File: src/rtl/udp_pkg.sv
// rtl/udp_pkg.sv - shared types and constants for the udp ingress arbiter
package udp_pkg;

    localparam int BYTE_W        = 8;
    localparam int MAX_SRC       = 8;
    localparam int DEF_MAX_FRAME = 1518;

    typedef enum logic [1:0] {
        IDLE,
        XFER,
        DRAIN
    } arb_state_t;

endpackage

File: src/rtl/rr_pick.sv
// rtl/rr_pick.sv - combinational round-robin pick starting at rr_ptr
module rr_pick #(
    parameter int NUM_SRC = 4
) (
    input  logic [2:0]         rr_ptr_i,
    input  logic [NUM_SRC-1:0] req_i,
    output logic [2:0]         sel_o,
    output logic               hit_o
);

    int idx;

    // Walk offsets from the far end so the closest requester to rr_ptr wins last.
    always_comb begin
        sel_o = '0;
        hit_o = 1'b0;
        idx   = 0;
        for (int i = NUM_SRC - 1; i >= 0; i--) begin
            idx = int'(rr_ptr_i) + i;
            if (idx >= NUM_SRC) begin
                idx = idx - NUM_SRC;
            end
            if (req_i[idx]) begin
                hit_o = 1'b1;
                sel_o = 3'(idx);
            end
        end
    end

endmodule

File: src/rtl/udp_ingress_arb.sv
// rtl/udp_ingress_arb.sv - frame-level round-robin arbiter onto the udp parser input
module udp_ingress_arb
    import udp_pkg::*;
#(
    parameter int NUM_SRC   = 4,
    parameter int MAX_FRAME = DEF_MAX_FRAME
) (
    input  logic                      clock,
    input  logic                      reset,
    input  logic [NUM_SRC*BYTE_W-1:0] src_dout,
    input  logic [NUM_SRC-1:0]        src_sof,
    input  logic [NUM_SRC-1:0]        src_eof,
    input  logic [NUM_SRC-1:0]        src_empty,
    output logic [NUM_SRC-1:0]        src_rd_en,
    output logic [BYTE_W-1:0]         in_din,
    output logic                      in_wr_en,
    output logic                      in_wr_sof,
    output logic                      in_wr_eof,
    input  logic                      in_full,
    output logic                      grant_valid,
    output logic [2:0]                grant_idx,
    output logic [31:0]               frame_count,
    output logic [31:0]               drop_count,
    output logic [15:0]               trunc_count
);

    localparam logic [15:0] LAST_IDX = 16'(MAX_FRAME - 1);

    arb_state_t   state_q, state_d;
    logic [2:0]   rr_ptr_q, rr_ptr_d;
    logic [2:0]   grant_idx_q, grant_idx_d;
    logic         grant_valid_q, grant_valid_d;
    logic [15:0]  byte_cnt_q, byte_cnt_d;
    logic [31:0]  frame_cnt_q, frame_cnt_d;
    logic [31:0]  drop_cnt_q, drop_cnt_d;
    logic [15:0]  trunc_cnt_q, trunc_cnt_d;

    logic [2:0]         sel;
    logic               hit;
    logic               sel_sof;
    logic [BYTE_W-1:0]  g_byte;
    logic               g_sof_unused;
    logic               g_eof;
    logic               g_empty;
    logic [2:0]         nxt_ptr;
    logic               at_limit;
    logic [NUM_SRC-1:0] rd_vec;
    logic               wr, wsof, weof;

    function automatic logic [NUM_SRC-1:0] onehot(input logic [2:0] idx);
        logic [NUM_SRC-1:0] r;
        r = '0;
        for (int k = 0; k < NUM_SRC; k++) begin
            if (3'(k) == idx) begin
                r[k] = 1'b1;
            end
        end
        return r;
    endfunction

    rr_pick #(.NUM_SRC(NUM_SRC)) u_rr_pick (
        .rr_ptr_i (rr_ptr_q),
        .req_i    (~src_empty),
        .sel_o    (sel),
        .hit_o    (hit)
    );

    always_comb begin
        sel_sof      = 1'b0;
        g_byte       = '0;
        g_sof_unused = 1'b0;
        g_eof        = 1'b0;
        g_empty      = 1'b1;
        for (int k = 0; k < NUM_SRC; k++) begin
            if (3'(k) == sel) begin
                sel_sof = src_sof[k];
            end
            if (3'(k) == grant_idx_q) begin
                g_byte       = src_dout[k*BYTE_W +: BYTE_W];
                g_sof_unused = src_sof[k];
                g_eof        = src_eof[k];
                g_empty      = src_empty[k];
            end
        end
    end

    assign nxt_ptr  = (grant_idx_q == 3'(NUM_SRC - 1)) ? 3'd0 : grant_idx_q + 3'd1;
    assign at_limit = (byte_cnt_q == LAST_IDX);

    always_comb begin
        state_d       = state_q;
        rr_ptr_d      = rr_ptr_q;
        grant_idx_d   = grant_idx_q;
        grant_valid_d = grant_valid_q;
        byte_cnt_d    = byte_cnt_q;
        frame_cnt_d   = frame_cnt_q;
        drop_cnt_d    = drop_cnt_q;
        trunc_cnt_d   = trunc_cnt_q;
        rd_vec        = '0;
        wr            = 1'b0;
        wsof          = 1'b0;
        weof          = 1'b0;
        case (state_q)
            IDLE: begin
                if (hit) begin
                    if (sel_sof) begin
                        state_d       = XFER;
                        grant_idx_d   = sel;
                        grant_valid_d = 1'b1;
                        byte_cnt_d    = '0;
                    end else begin
                        rd_vec     = onehot(sel);
                        drop_cnt_d = drop_cnt_q + 32'd1;
                    end
                end
            end
            XFER: begin
                if (!g_empty && !in_full) begin
                    rd_vec     = onehot(grant_idx_q);
                    wr         = 1'b1;
                    wsof       = (byte_cnt_q == 16'd0);
                    weof       = g_eof || at_limit;
                    byte_cnt_d = (byte_cnt_q == 16'hFFFF) ? byte_cnt_q : byte_cnt_q + 16'd1;
                    // A natural eof wins over the limit when both land on the same byte.
                    if (g_eof) begin
                        frame_cnt_d   = frame_cnt_q + 32'd1;
                        rr_ptr_d      = nxt_ptr;
                        grant_valid_d = 1'b0;
                        state_d       = IDLE;
                    end else if (at_limit) begin
                        trunc_cnt_d = trunc_cnt_q + 16'd1;
                        rr_ptr_d    = nxt_ptr;
                        state_d     = DRAIN;
                    end
                end
            end
            DRAIN: begin
                if (!g_empty) begin
                    rd_vec     = onehot(grant_idx_q);
                    drop_cnt_d = drop_cnt_q + 32'd1;
                    if (g_eof) begin
                        grant_valid_d = 1'b0;
                        state_d       = IDLE;
                    end
                end
            end
            default: begin
                state_d = IDLE;
            end
        endcase
    end

    always_ff @(posedge clock) begin
        if (!reset) begin
            state_q       <= IDLE;
            rr_ptr_q      <= '0;
            grant_idx_q   <= '0;
            grant_valid_q <= 1'b0;
            byte_cnt_q    <= '0;
            frame_cnt_q   <= '0;
            drop_cnt_q    <= '0;
            trunc_cnt_q   <= '0;
        end else begin
            state_q       <= state_d;
            rr_ptr_q      <= rr_ptr_d;
            grant_idx_q   <= grant_idx_d;
            grant_valid_q <= grant_valid_d;
            byte_cnt_q    <= byte_cnt_d;
            frame_cnt_q   <= frame_cnt_d;
            drop_cnt_q    <= drop_cnt_d;
            trunc_cnt_q   <= trunc_cnt_d;
        end
    end

    assign src_rd_en   = rd_vec & {NUM_SRC{reset}};
    assign in_wr_en    = wr & reset;
    assign in_wr_sof   = wsof & reset;
    assign in_wr_eof   = weof & reset;
    assign in_din      = g_byte;
    assign grant_valid = grant_valid_q;
    assign grant_idx   = grant_idx_q;
    assign frame_count = frame_cnt_q;
    assign drop_count  = drop_cnt_q;
    assign trunc_count = trunc_cnt_q;

endmodule

File: config.mk
export PLATFORM = sky130hd
export DESIGN_NAME = udp_ingress_arb
export DESIGN_NICKNAME = d
export VERILOG_FILES = /design/src/rtl/udp_pkg.sv /design/src/rtl/rr_pick.sv /design/src/rtl/udp_ingress_arb.sv
export SDC_FILE = /design/constraint.sdc
export NUM_CORES = 1
export LEC_CHECK = 0
export BUFFER_PORTS_ARGS = -buffer_cell sky130_fd_sc_hd__buf_2
export CAP_MARGIN = 5
export CORE_MARGIN = 3
export CORE_UTILIZATION = 38
export CTS_BUF_LIST = sky130_fd_sc_hd__clkbuf_8
export CTS_CLUSTER_SIZE = 25
export DETAILED_ROUTE_END_ITERATION = 8
export HOLD_SLACK_MARGIN = 0.05
export PLACE_DENSITY = 0.57
export SYNTH_ARGS = -nofsm -noshare
export SYNTH_HDL_FRONTEND = slang
export SYNTH_SLANG_ARGS = --single-unit
File: constraint.sdc
create_clock -name clock -period 10 [get_ports clock]
set_input_delay 0 -clock clock [delete_from_list [all_inputs] [get_ports clock]]
set_output_delay 0 -clock clock [all_outputs]
set_load 0.03 [all_outputs]
Yosys cells after proc, flatten, opt, wreduce, memory -nomap -nowiden
Index checks and enable logic that the tools add are counted.
W data, S select, Z words.
Word-level totals
  bits in registers: 105
  word-level logic and storage cells: 158
  output and inout bits: 99
Cells by class
  $add $sub $neg: 12
  reductions and logical operators: 20
  eq/ne operators: 19
  order comparisons: 8
  multiplexer cells: 85
  bitwise gates (word level): 6
Operators by type and width (number)
  $mux W32: 7
  $lt A32 B4 Y1 const B: 4
  $ge A32 B4 Y1 const B: 3
  $sub A32 B4 Y32 const B: 3
  $add A32 B1 Y32 const B: 2
  $mux W16: 4
  $pmux W32 S2: 1
  $mux W1: 43
  $add A16 B1 Y16 const B: 2
  $mux W8: 4
  $pmux W16 S2: 1
  $mux W3: 7
  $eq A16 B11 Y1 const B: 1
  $eq A16 B16 Y1 const B: 1
  $logic_not A16 Y1: 1
  $mux W4: 4
  $mux W2: 7
  $ne A2 B2 Y1 const B: 7
  $eq A2 B3 Y1 const A: 4
  $pmux W4 S3: 1
  $reduce_and A5 Y1: 2
  $reduce_and A3 Y1: 3
  $add A3 B2 Y4 const B: 2
  $bmux W1 S2: 4
  24 further kinds: 32

Longest topological paths before layout
Gate-level depths: netlist (run 1).
  word-level depth: 19
  mapped depth: 14
  gate-level depth less buffers: 10

By module
A second synthesis (run 1) with hierarchy kept.
Unflattened totals
  cells, all modules: 849
  area, all modules: 6792.8 µm²
Modules (own cells, without submodules)
  udp_ingress_arb: area each 6408.6 µm², times used 1, cells each 803
  rr_pick: area each 384.1 µm², times used 1, cells each 46

Worst setup path before layout (run 1)
Ideal clock, no wire load.
  path type: register to register
  start point: register rr_ptr_q[0]
  end point: register drop_cnt_q[16], in the netlist drop_count[16]
  data required time: 9.930 ns
  slack: 6.320 ns
  data arrival time: 3.609 ns
  period minus slack after synthesis: 3.680 ns
  stages on the path, launching flop included: 12
  path buffers: 1
  library setup time: 0.070 ns
  path through: dfxtp_1 > buf_2 > inv_2 > ha_1 > mux2_2 > o221ai_1 > o211ai_4 > or4_1 > and4b_4 > a2111oi_4 > or4b_1 > a21oi_1
Between the ends
  cells in the longest elaborated chain, start to end: 17
Ends and longest elaborated chain
  start, declared: RTL line udp_ingress_arb.sv:30  | logic [2:0] rr_ptr_q, rr_ptr_d;
  start signal, assigned: RTL line udp_ingress_arb.sv:165  | rr_ptr_q <= rr_ptr_d;
  $add A3 B2 Y4: RTL line rr_pick.sv:19  | idx = int'(rr_ptr_i) + i;
  $sub A32 B4 Y32 / $ge A32 B4 Y1 (equally long branches): RTL line rr_pick.sv:21, rr_pick.sv:20
  $mux W32: RTL line rr_pick.sv:20  | if (idx >= NUM_SRC) begin
  $bmux W1 S2: RTL line rr_pick.sv:23  | if (req_i[idx]) begin
  $mux W1 (implied by the code) (2 in a row): RTL line rr_pick.sv:23
  $mux W3 (4 in a row): RTL line rr_pick.sv:23
  $logic_not A3 Y1: RTL line udp_ingress_arb.sv:75  | if (3'(k) == sel) begin
  $mux W1 (4 in a row): RTL line udp_ingress_arb.sv:75
  $ne A2 B2 Y1 (no source line)
  $reduce_and A4 Y1 (no source line) *
  end signal, assigned: RTL line udp_ingress_arb.sv:170  | drop_cnt_q <= drop_cnt_d;
  end, declared: RTL line udp_ingress_arb.sv:35  | logic [31:0] drop_cnt_q, drop_cnt_d;
Mark *: on every way between the ends. The rest lies on a longest branch, timed or not. The select of a mux whose other input is x is not followed.
A chain may end at the register's enable or synchronous reset.

Final worst setup path (run 1)
Ends and elaborated chain as after synthesis.

==> impl_metrics.env, run 1 <==
export IMPL_status="completed"
export IMPL_clock_path_buffers=2
export IMPL_synth_fp_nets=855
export IMPL_wl_per_cell_um=14.9
export IMPL_synth_mux_area_share_pct=2.75
export IMPL_grt_overflow_total=0
export IMPL_ir_drop_mv=0.0805
export IMPL_crit_family="compound AO/OA/AOI/OAI gates"
export IMPL_setup_tns_ps=0
export IMPL_fmax_mhz=239
export IMPL_ys_seq_elements=105
export IMPL_syn_inst=787
export IMPL_coreArea_um2=16000
export IMPL_dieHeight_um=134
export IMPL_grt_pass1_vias=5500
export IMPL_power_density_nw_per_um2=158
export IMPL_slowest_delay_ps=710
export IMPL_cts_tree="built"
export IMPL_vias=6098
export IMPL_track_usage_pct=18.5
export IMPL_seqCellArea_um2=2100
export IMPL_p_seq_share_pct=38.0
export IMPL_yosys_warnings=0
export IMPL_dr_first_iter_drc_count=310
export IMPL_synth_cell_types=70
export IMPL_nets=973
export IMPL_setup_viol=0
export IMPL_synth_top_family_by_area="simple AND/OR/NAND/NOR gates"
export IMPL_place_gp_congestion=0.822
export IMPL_critPathCaptureType="register"
export IMPL_syn_area_um2=6240
export IMPL_cts_resized=0
export IMPL_report_power_total_uw=1160
export IMPL_crit_path_max_fanout=15
export IMPL_htreeDepth=3
export IMPL_synth_main_ff_cell="dfxtp_1"
export IMPL_portBuffers=145
export IMPL_drive_above_1_share_pct=19.8
export IMPL_dp_hpwl_mm=11.7
export IMPL_finClkSkew_ps=12.7
export IMPL_finalCritPeriodShare_pct=41.8
export IMPL_routed_via_density=5.42
export IMPL_cts_sinks=105
export IMPL_synthToLayoutAreaGrowth_pct=17.9
export IMPL_fp_dieW_um=134
export IMPL_fin_ws_ps=5820
export IMPL_drcViolationCount=0
export IMPL_fin_util_pct=45.9
export IMPL_grt_pass1_wl_mm=27.9
export IMPL_relSlewSlack_pct=39.2
export IMPL_fillCellCount=1693
export IMPL_p_int_uw=726
export IMPL_cap_violations=0
export IMPL_clock_power_share_pct=27.7
export IMPL_path_buf_inv=1
export IMPL_rsz0062_at_grt="false"
export IMPL_ant_nets=0
export IMPL_synthArstFlopShare_pct=0
export IMPL_rows=46
export IMPL_wl_mm=16.8
export IMPL_synth_fa_ha_area_share_pct=4.21
export IMPL_crit_type="register to register"
export IMPL_switching_share_pct=37.6
export IMPL_initial_utilization_pct=39.0
export IMPL_hp_class="primary input to register"
export IMPL_slew_viol_final=0
export IMPL_crit_required_ps=10300
export IMPL_pwr_share_comb_pct=34.3
export IMPL_arrival_ps=4480
export IMPL_cp_cell_sequence="inv_2 > ha_1 > mux2_2 > o221ai_1 > o211ai_4 > or4_1 > and4b_4 > a2111oi_4 > or4b_1 > a21oi_1"
export IMPL_synth_edf_count=0
export IMPL_post_route_min_period_ps=4180
export IMPL_hold_violations=0
export IMPL_worst_slew_pin_slew_ps=912
export IMPL_cp_start_kind="register"
export IMPL_multi_input_area_um2=3850
export IMPL_power_switching_uw=437
export IMPL_clk_pin_slew_worst_paths_ps=100
export IMPL_yosys_area_share_simple_pct=29.5
export IMPL_dieArea_um2=18000
export IMPL_synth_compound_area_share_pct=19.6
export IMPL_synth_xor_xnor_area_share_pct=5.62
export IMPL_grt_max_degree=81
export IMPL_cts_setup_buffers=0
export IMPL_insertion_delay_ps=380
export IMPL_avgSynthCellArea_um2=7.92
export IMPL_place_worst_setup_slack_ps=5890
export IMPL_drt_pass1_iter_count=5
export IMPL_p_leak_uw=0.00298
export IMPL_cts_buffers_inserted=9
export IMPL_grt_antenna_before_repair=0
export IMPL_ys_seq_area_share_pct=33.7
export IMPL_diodes=0
export IMPL_io_pins=146
export IMPL_root_buffer="clkbuf_8"
export IMPL_cpMaxStageDelayCell="dfxtp_1"
==> final timing paths <==
path / startpoint / to / slack (ps) / depth (start not counted)
setup / recovery: rr_ptr_q[0] / drop_count[16] / 5820 / 10
hold / removal: src_sof[2] / grant_idx[1] / 120 / 5
setup reg to reg: rr_ptr_q[0] / drop_count[16] / 5820 / 10
hold reg to reg: drop_count[31] / drop_count[31] / 480 / 2
==> per-stage QoR <==
step                      instances  area [µm²]  hold slack, ps
after floorplan                 787        6240             252
after global placement         1108        7090             390
after detailed placement       1108        7090             390
after CTS                      1126        7350            86.6
after global routing           1126        7350             168
final                          1126        7350             123
==> power by group through the flow <==
| stage | Sequential [µW] | Combinational [µW] | Clock [µW] |
|---|---|---|---|
| final | 443 | 398 | 322 |
| after global placement | 452 | 395 | 0 |
| after CTS | 443 | 398 | 335 |
| after global routing | 445 | 439 | 349 |
| after floorplan | 462 | 288 | 0 |
| after detailed placement | 452 | 395 | 0 |
==> cell usage in the layout, fill, tap and decap left out, types with 5 or more instances in the layout <==
cell type / count
mux2i_1: 7
a21oi_1: 77
nand4_1: 24
dfxtp_1: 105
ha_1: 21
or3_1: 16
o31ai_1: 28
xnor2_1: 6
nor2b_1: 5
nor4_1: 5
nand3b_1: 7
nand2_1: 77
or4_1: 16
and3_1: 20
and4_1: 11
o21ai_0: 9
nand2b_1: 10
nor2_1: 93
clkbuf_8: 10
buf_2: 145
o21ai_1: 12
o211ai_1: 11
xor2_1: 34
buf_4: 5
inv_1: 26
nand3_1: 38
==> tightest hold or removal path: cells and delay by family <==
kind | cells | cell delay, ps
mux | 1 | 70
buf+inv | 1 | 110
compound gates | 2 | 190
simple gates | 1 | 100
==> what timing repair did <==
| item | 4_1_cts | 5_1_grt |
|---|---|---|
| setup endpoints to repair | 0 | 0 |
| hold endpoints to repair | 1 | 0 |
| hold buffers | 2 | 0 |
==> cell families (layout without fill, tap and decap cells) <==
family,Yosys count,in the layout
simple gates,349,349
buf+inv,72,195
mux,13,13
compound gates,187,187
fa+ha+maj,21,21
xor+xnor,40,40
flops,105,105
==> registers in the layout, summed over array words and instances (netlist names) <==
signal / flops
rr_ptr_q: 3
drop_count: 32
trunc_count: 16
byte_cnt_q: 16
grant_valid: 1
state_q: 2
grant_idx: 3
frame_count: 32
==> cell usage after synthesis (all sizes together), types with 3 or more instances <==
| master | number | area share (%) |
|---|---|---|
| o211ai | 12 | 1.7 |
| and4 | 11 | 1.5 |
| nor3 | 4 | 0.32 |
| o21a | 4 | 0.48 |
| nor2 | 93 | 5.6 |
| nand4 | 24 | 2.4 |
| mux2i | 7 | 1.1 |
| xnor2 | 6 | 0.84 |
| buf | 9 | 0.78 |
| nor4b | 3 | 0.52 |
| o21ai | 21 | 1.7 |
| or4 | 16 | 1.9 |
| inv | 27 | 1.6 |
| nand3b | 7 | 0.84 |
| nand2 | 77 | 4.6 |
| xor2 | 34 | 4.8 |
| nor2b | 5 | 0.50 |
| nand2b | 10 | 1.0 |
| a21boi | 3 | 0.36 |
| mux2 | 3 | 0.54 |
| o22ai | 4 | 0.40 |
| a21oi | 77 | 6.2 |
| nand3 | 38 | 3.0 |
| and3 | 20 | 2.0 |
| clkbuf | 36 | 2.2 |
| nor4 | 6 | 0.70 |
| o32ai | 3 | 0.42 |
| dfxtp | 105 | 34 |
| or4b | 3 | 0.48 |
| o221ai | 3 | 0.42 |
| and2 | 5 | 0.50 |
| a2111oi | 4 | 0.86 |
| a211o | 3 | 0.42 |
| or3 | 16 | 1.6 |
| ha | 21 | 4.2 |
| a21o | 4 | 0.48 |
| mux4 | 3 | 1.1 |
| o31ai | 28 | 3.4 |
| o41ai | 3 | 0.42 |
==> area by class of cell <==
| class | instances | area share, % |
|---|---|---|
| clock buffer | 10 | 1.87 |
| tap | 216 | 3.68 |
| inverter | 27 | 1.38 |
| clock inverter | 6 | 1.45 |
| sequential | 105 | 28.6 |
| timing repair buffer | 152 | 10.7 |
| multi-input combinational | 610 | 52.4 |
==> layer usage <==
metal	track usage, %	part of all wire [%]
met5	0	0
met2	28.4	43
met4	4.81	1.2
met1	26.1	49
met3	4.88	7.0
(Power assumes the default switching activity.)
==> run 2, diff against run 1 <==
- clock period: 10 -> 4.37 ns (I/O delays scaled with it)
==> impl_metrics.env, run 2 (synthesis results as in run 1) <==
export IMPL_finClkSkew_ps=12.5
export IMPL_cts_resized=0
export IMPL_wl_per_cell_um=15.1
export IMPL_routed_top_layer="met4"
export IMPL_arrival_ps=4010
export IMPL_clock_path_buffers=2
export IMPL_track_usage_pct=18.7
export IMPL_hold_violations=0
export IMPL_cts_setup_buffers=0
export IMPL_report_power_total_uw=2510
export IMPL_power_density_nw_per_um2=343
export IMPL_fillCellCount=1716
export IMPL_dr_first_iter_drc_count=323
export IMPL_worst_slew_pin_slew_ps=966
export IMPL_htreeDepth=3
export IMPL_p_leak_uw=0.00298
export IMPL_vias=6110
export IMPL_r2r_end="drop_count[23]"
export IMPL_layout_common_cells="buf_2, dfxtp_1, nor2_1"
export IMPL_insertion_delay_ps=390
export IMPL_dp_hpwl_mm=11.9
export IMPL_grt_pass1_wl_mm=28.2
export IMPL_met3_length_mm=1.27
export IMPL_power_switching_uw=1010
export IMPL_seqCellArea_um2=2100
export IMPL_wl_met1_mm=8.23
export IMPL_p_seq_share_pct=40.2
export IMPL_cts_tree="built"
export IMPL_crit_end="drop_count[23]"
export IMPL_dr_wl_met2_mm=7.37
export IMPL_pwr_share_comb_pct=37.0
export IMPL_drcViolationCount=0
export IMPL_grt_max_degree=52
export IMPL_crit_top_cell="or4_1"
export IMPL_synthToLayoutAreaGrowth_pct=17.4
export IMPL_place_gp_congestion=0.856
export IMPL_fmax_mhz=271
export IMPL_cts_hold_buf=2
export IMPL_crit_type="register to register"
export IMPL_drive_above_1_share_pct=20.2
export IMPL_nets=979
export IMPL_crit_family="simple AND/OR/NAND/NOR gates"
export IMPL_critPathCaptureType="register"
export IMPL_wl_mm=17.1
export IMPL_clock_power_share_pct=22.8
export IMPL_grt_antenna_before_repair=0
export IMPL_p_int_uw=1500
export IMPL_hp_class="primary input to register"
export IMPL_setup_tns_ps=0
export IMPL_fp_dieW_um=134
export IMPL_io_pins=146
export IMPL_ant_nets=0
export IMPL_multi_input_area_um2=3850
export IMPL_coreArea_um2=16000
export IMPL_layout_commonest_cell="buf_2"
export IMPL_cp_start_kind="register"
export IMPL_routed_via_density=5.40
export IMPL_rows=46
export IMPL_setup_viol=0
export IMPL_r2r_start="rr_ptr_q[1]"
export IMPL_crit_path_max_fanout=48
export IMPL_slew_viol_final=0
export IMPL_r2r_slack_ps=680
export IMPL_diodes=0
export IMPL_portBuffers=145
export IMPL_rsz0062_at_grt="false"
export IMPL_cap_violations=0
export IMPL_reg2regPathDepth=11
export IMPL_dieHeight_um=134
export IMPL_status="completed"
export IMPL_crit_required_ps=4680
export IMPL_cpMaxStageDelayCell="or4_1"
export IMPL_ir_drop_mv=0.185
export IMPL_dieArea_um2=18000
export IMPL_slowest_delay_ps=540
export IMPL_crit_cells=11
export IMPL_grt_pass1_vias=5613
export IMPL_root_buffer="clkbuf_8"
export IMPL_relSlewSlack_pct=35.5
export IMPL_switching_share_pct=40.3
export IMPL_path_buf_inv=2
export IMPL_clk_pin_slew_worst_paths_ps=110
export IMPL_finalCritPeriodShare_pct=84.5
export IMPL_cp_cell_sequence="inv_1 > ha_1 > mux2_2 > o221ai_1 > o211ai_4 > or4_1 > and4b_4 > a211o_1 > buf_4 > or4_1 > a21oi_1"
export IMPL_grt_overflow_total=0
export IMPL_drt_pass1_iter_count=4
export IMPL_cts_sinks=105
export IMPL_post_route_min_period_ps=3690
export IMPL_initial_utilization_pct=39.0
export IMPL_cts_buffers_inserted=9
export IMPL_crit_start="rr_ptr_q[1]"
==> run 2: changes by cell type in the layout (fill, tap and decap cells not counted), sizes merged <==
cell / delta
buf: +6
bufinv: -3
clkinvlp: +1
inv: +1
==> run 2: worst register-to-register path: cells and delay by family (launching register included) <==
family,cells,cell delay (ps)
simple gates,3,1270
compound gates,4,890
fa+ha+maj,1,400
buf+inv,2,370
mux,1,360
flops,1,340
==> run 2: power by group through the flow <==
stage / Combinational [µW] / Sequential [µW] / Clock [µW]
2_1_floorplan: 659 / 1060 / 0
3_3_place_gp: 931 / 1030 / 0
3_5_place_dp: 928 / 1030 / 0
4_1_cts: 935 / 1010 / 594
5_1_grt: 1030 / 1010 / 632
6_report: 929 / 1010 / 574
==> run 2: metal layers <==
metal / vias to the layer above / GRT usage, %
met5: - / 0
met4: 0 / 5.20
met3: 16 / 4.95
met2: 171 / 28.6
met1: 2813 / 26.3
li1: 3110 / -
==> run 2: how the worst min path moves through the flow <==
stage	startpoint	end	depth (start not counted)
after global routing	src_sof[2]	grant_idx[1]	5
after CTS	src_sof[2]	grant_idx[1]	5
after floorplan	src_dout[24]	in_din[0]	2
final	src_sof[2]	grant_idx[1]	5
after global placement	src_dout[30]	in_din[6]	4
after detailed placement	src_dout[30]	in_din[6]	4
==> run 2: stage by stage <==
stage	worst slack (ps)	std cells	util, %	area [µm²]	hold slack (ps)
after floorplan	690	787	-	6240	252
after global placement	795	1114	44.6	7130	393
after detailed placement	726	1114	44.6	7130	391
after CTS	688	1131	45.8	7320	86.4
after global routing	403	1131	45.8	7320	177
final	678	1131	45.8	7320	109
==> run 2: cell type report <==
cell class / count / area share, %
Clock buffer: 10 / 1.88
Multi-Input combinational cell: 610 / 52.6
Sequential cell: 105 / 28.7
Clock inverter: 5 / 0.444
Timing Repair Buffer: 158 / 11.3
Inverter: 27 / 1.38
Tap cell: 216 / 3.69
==> run 3, diff against run 2 <==
- PLACE_DENSITY: 0.57 -> 0.59
- clock period: 4.37 -> 3.08 ns (I/O delays scaled with it)
==> impl_metrics.env, run 3 (synthesis results as in run 1) <==
export IMPL_insertion_delay_ps=390
export IMPL_grt_busiest_layer="met2"
export IMPL_initial_utilization_pct=39.0
export IMPL_root_buffer="clkbuf_8"
export IMPL_post_route_min_period_ps=3190
export IMPL_track_usage_pct=19.0
export IMPL_fin_ws_ps=-105
export IMPL_grt_antenna_before_repair=0
export IMPL_ant_nets=0
export IMPL_rows=46
export IMPL_grt_pass1_vias=5646
export IMPL_dr_first_iter_drc_count=420
export IMPL_finalCritPeriodShare_pct=103
export IMPL_met2_usage_pct=30.4
export IMPL_grt_max_degree=37
export IMPL_rsz0062_at_grt="true"
export IMPL_layout_common_cells="buf_2, dfxtp_1, nor2_1"
export IMPL_failed_checks="setup timing"
export IMPL_grt_util_met3_pct=5.44
export IMPL_cap_violations=0
export IMPL_ir_drop_mv=0.259
export IMPL_hold_violations=0
export IMPL_dp_hpwl_mm=12.8
export IMPL_drt_pass1_iter_count=5
export IMPL_report_power_total_uw=4320
export IMPL_crit_type="register to register"
export IMPL_setup_viol=18
export IMPL_drcViolationCount=0
export IMPL_fillCellCount=1607
export IMPL_arrival_ps=3530
export IMPL_grt_pass1_wl_mm=28.2
export IMPL_finClkSkew_ps=16.8
export IMPL_routed_via_density=5.45
export IMPL_worst_slew_pin_slew_ps=705
export IMPL_diodes=0
export IMPL_drive_above_1_share_pct=27.3
export IMPL_cts_buffers_inserted=9
export IMPL_clock_path_buffers=2
export IMPL_fp_dieW_um=134
export IMPL_grt_overflow_total=0
export IMPL_layout_commonest_cell="buf_2"
export IMPL_dieHeight_um=134
export IMPL_slew_viol_final=0
export IMPL_coreArea_um2=16000
export IMPL_crit_required_ps=3420
export IMPL_io_pins=146
export IMPL_cts_sinks=105
export IMPL_fin_util_pct=50.0
export IMPL_synthToLayoutAreaGrowth_pct=28.3
export IMPL_wl_per_cell_um=15.6
export IMPL_dieArea_um2=18000
export IMPL_vias=6398
export IMPL_crit_path_max_fanout=9
export IMPL_critPathCaptureType="register"
export IMPL_fmax_mhz=314
export IMPL_grt_use_met1_pct=25.3
export IMPL_relSlewSlack_pct=52.7
export IMPL_wl_mm=18.3
export IMPL_clk_pin_slew_worst_paths_ps=110
export IMPL_dp_cells=1150
export IMPL_finalNonFillerCells=1174
export IMPL_hp_class="primary input to register"
export IMPL_cp_start_kind="register"
export IMPL_place_gp_congestion=0.890
export IMPL_status="finished with violations"
export IMPL_setup_tns_ps=-1270
export IMPL_cts_tree="built"
export IMPL_nets=1021
export IMPL_p_leak_uw=0.00329
export IMPL_power_density_nw_per_um2=540
export IMPL_portBuffers=145
export IMPL_htreeDepth=3
[run 3: path summary, 6_finish.rpt]
kind / cells after the start / to / startpoint / slack, ps
max: 12 / drop_count[5] / rr_ptr_q[0] / -110
min: 5 / grant_idx[1] / src_sof[2] / 110
max reg2reg: 12 / drop_count[5] / rr_ptr_q[0] / -110
min reg2reg: 2 / grant_valid / grant_valid / 480
[run 3: stage by stage]
| stage | cell area (µm²) | setup slack [ps] | hold slack, ps |
|---|---|---|---|
| 3_5_place_dp | 7500 | -37.3 | 382 |
| 3_3_place_gp | 7500 | -3.62 | 370 |
| 4_1_cts | 7760 | -54.4 | 109 |
| 5_1_grt | 8000 | -181 | 154 |
| 6_report | 8000 | -105 | 113 |
| 2_1_floorplan | 6370 | -198 | 252 |
[run 3: metal layers]
metal  vias up  part of all wire [%]  wire (µm)
met2       188                    46       8400
met4         0                   1.0        187
met1      3002                    45       8240
met5         -                     0          0
met3        13                   7.9       1450
li1       3195                     -          -
[run 3: layout make-up]
type | instances | area [µm²] | share of cell area (%)
multi-input cells | 610 | 4030 | 50.4
flip-flops and latches | 105 | 2110 | 26.4
repair buffers | 200 | 1240 | 15.5
well taps | 216 | 270 | 3.38
clock buffers | 9 | 124 | 1.55
clock inverters | 7 | 113 | 1.41
inverters | 27 | 106 | 1.33
[run 3: power breakdown]
part           internal [µW]  leakage, µW  switching (µW)  total, µW
clock network            475     0.000115             536       1010
logic                    798      0.00233            1080       1870
registers               1390     0.000849            39.5       1430
[run 3: critical path, stage by stage, from the launching register on]
cell and delay (ps):
dfxtp_4 390, inv_6 40, ha_4 280, mux2_4 310, o221ai_4 160, o211ai_4 120
or4_4 430, and4b_4 220, a211o_4 380, buf_12 150, clkbuf_16 150, or4b_1 470
nand2_1 70
[run 3: timing repair]
item / CTS / global route
endpoints found under the setup margin: 13 / 40
pin swaps: 1 / 7
resized for setup: 1 / 30
cloned: 0 / 4
hold buffers: 3 / 0
setup buffers: 0 / 1
hold endpoints to repair: 3 / 0
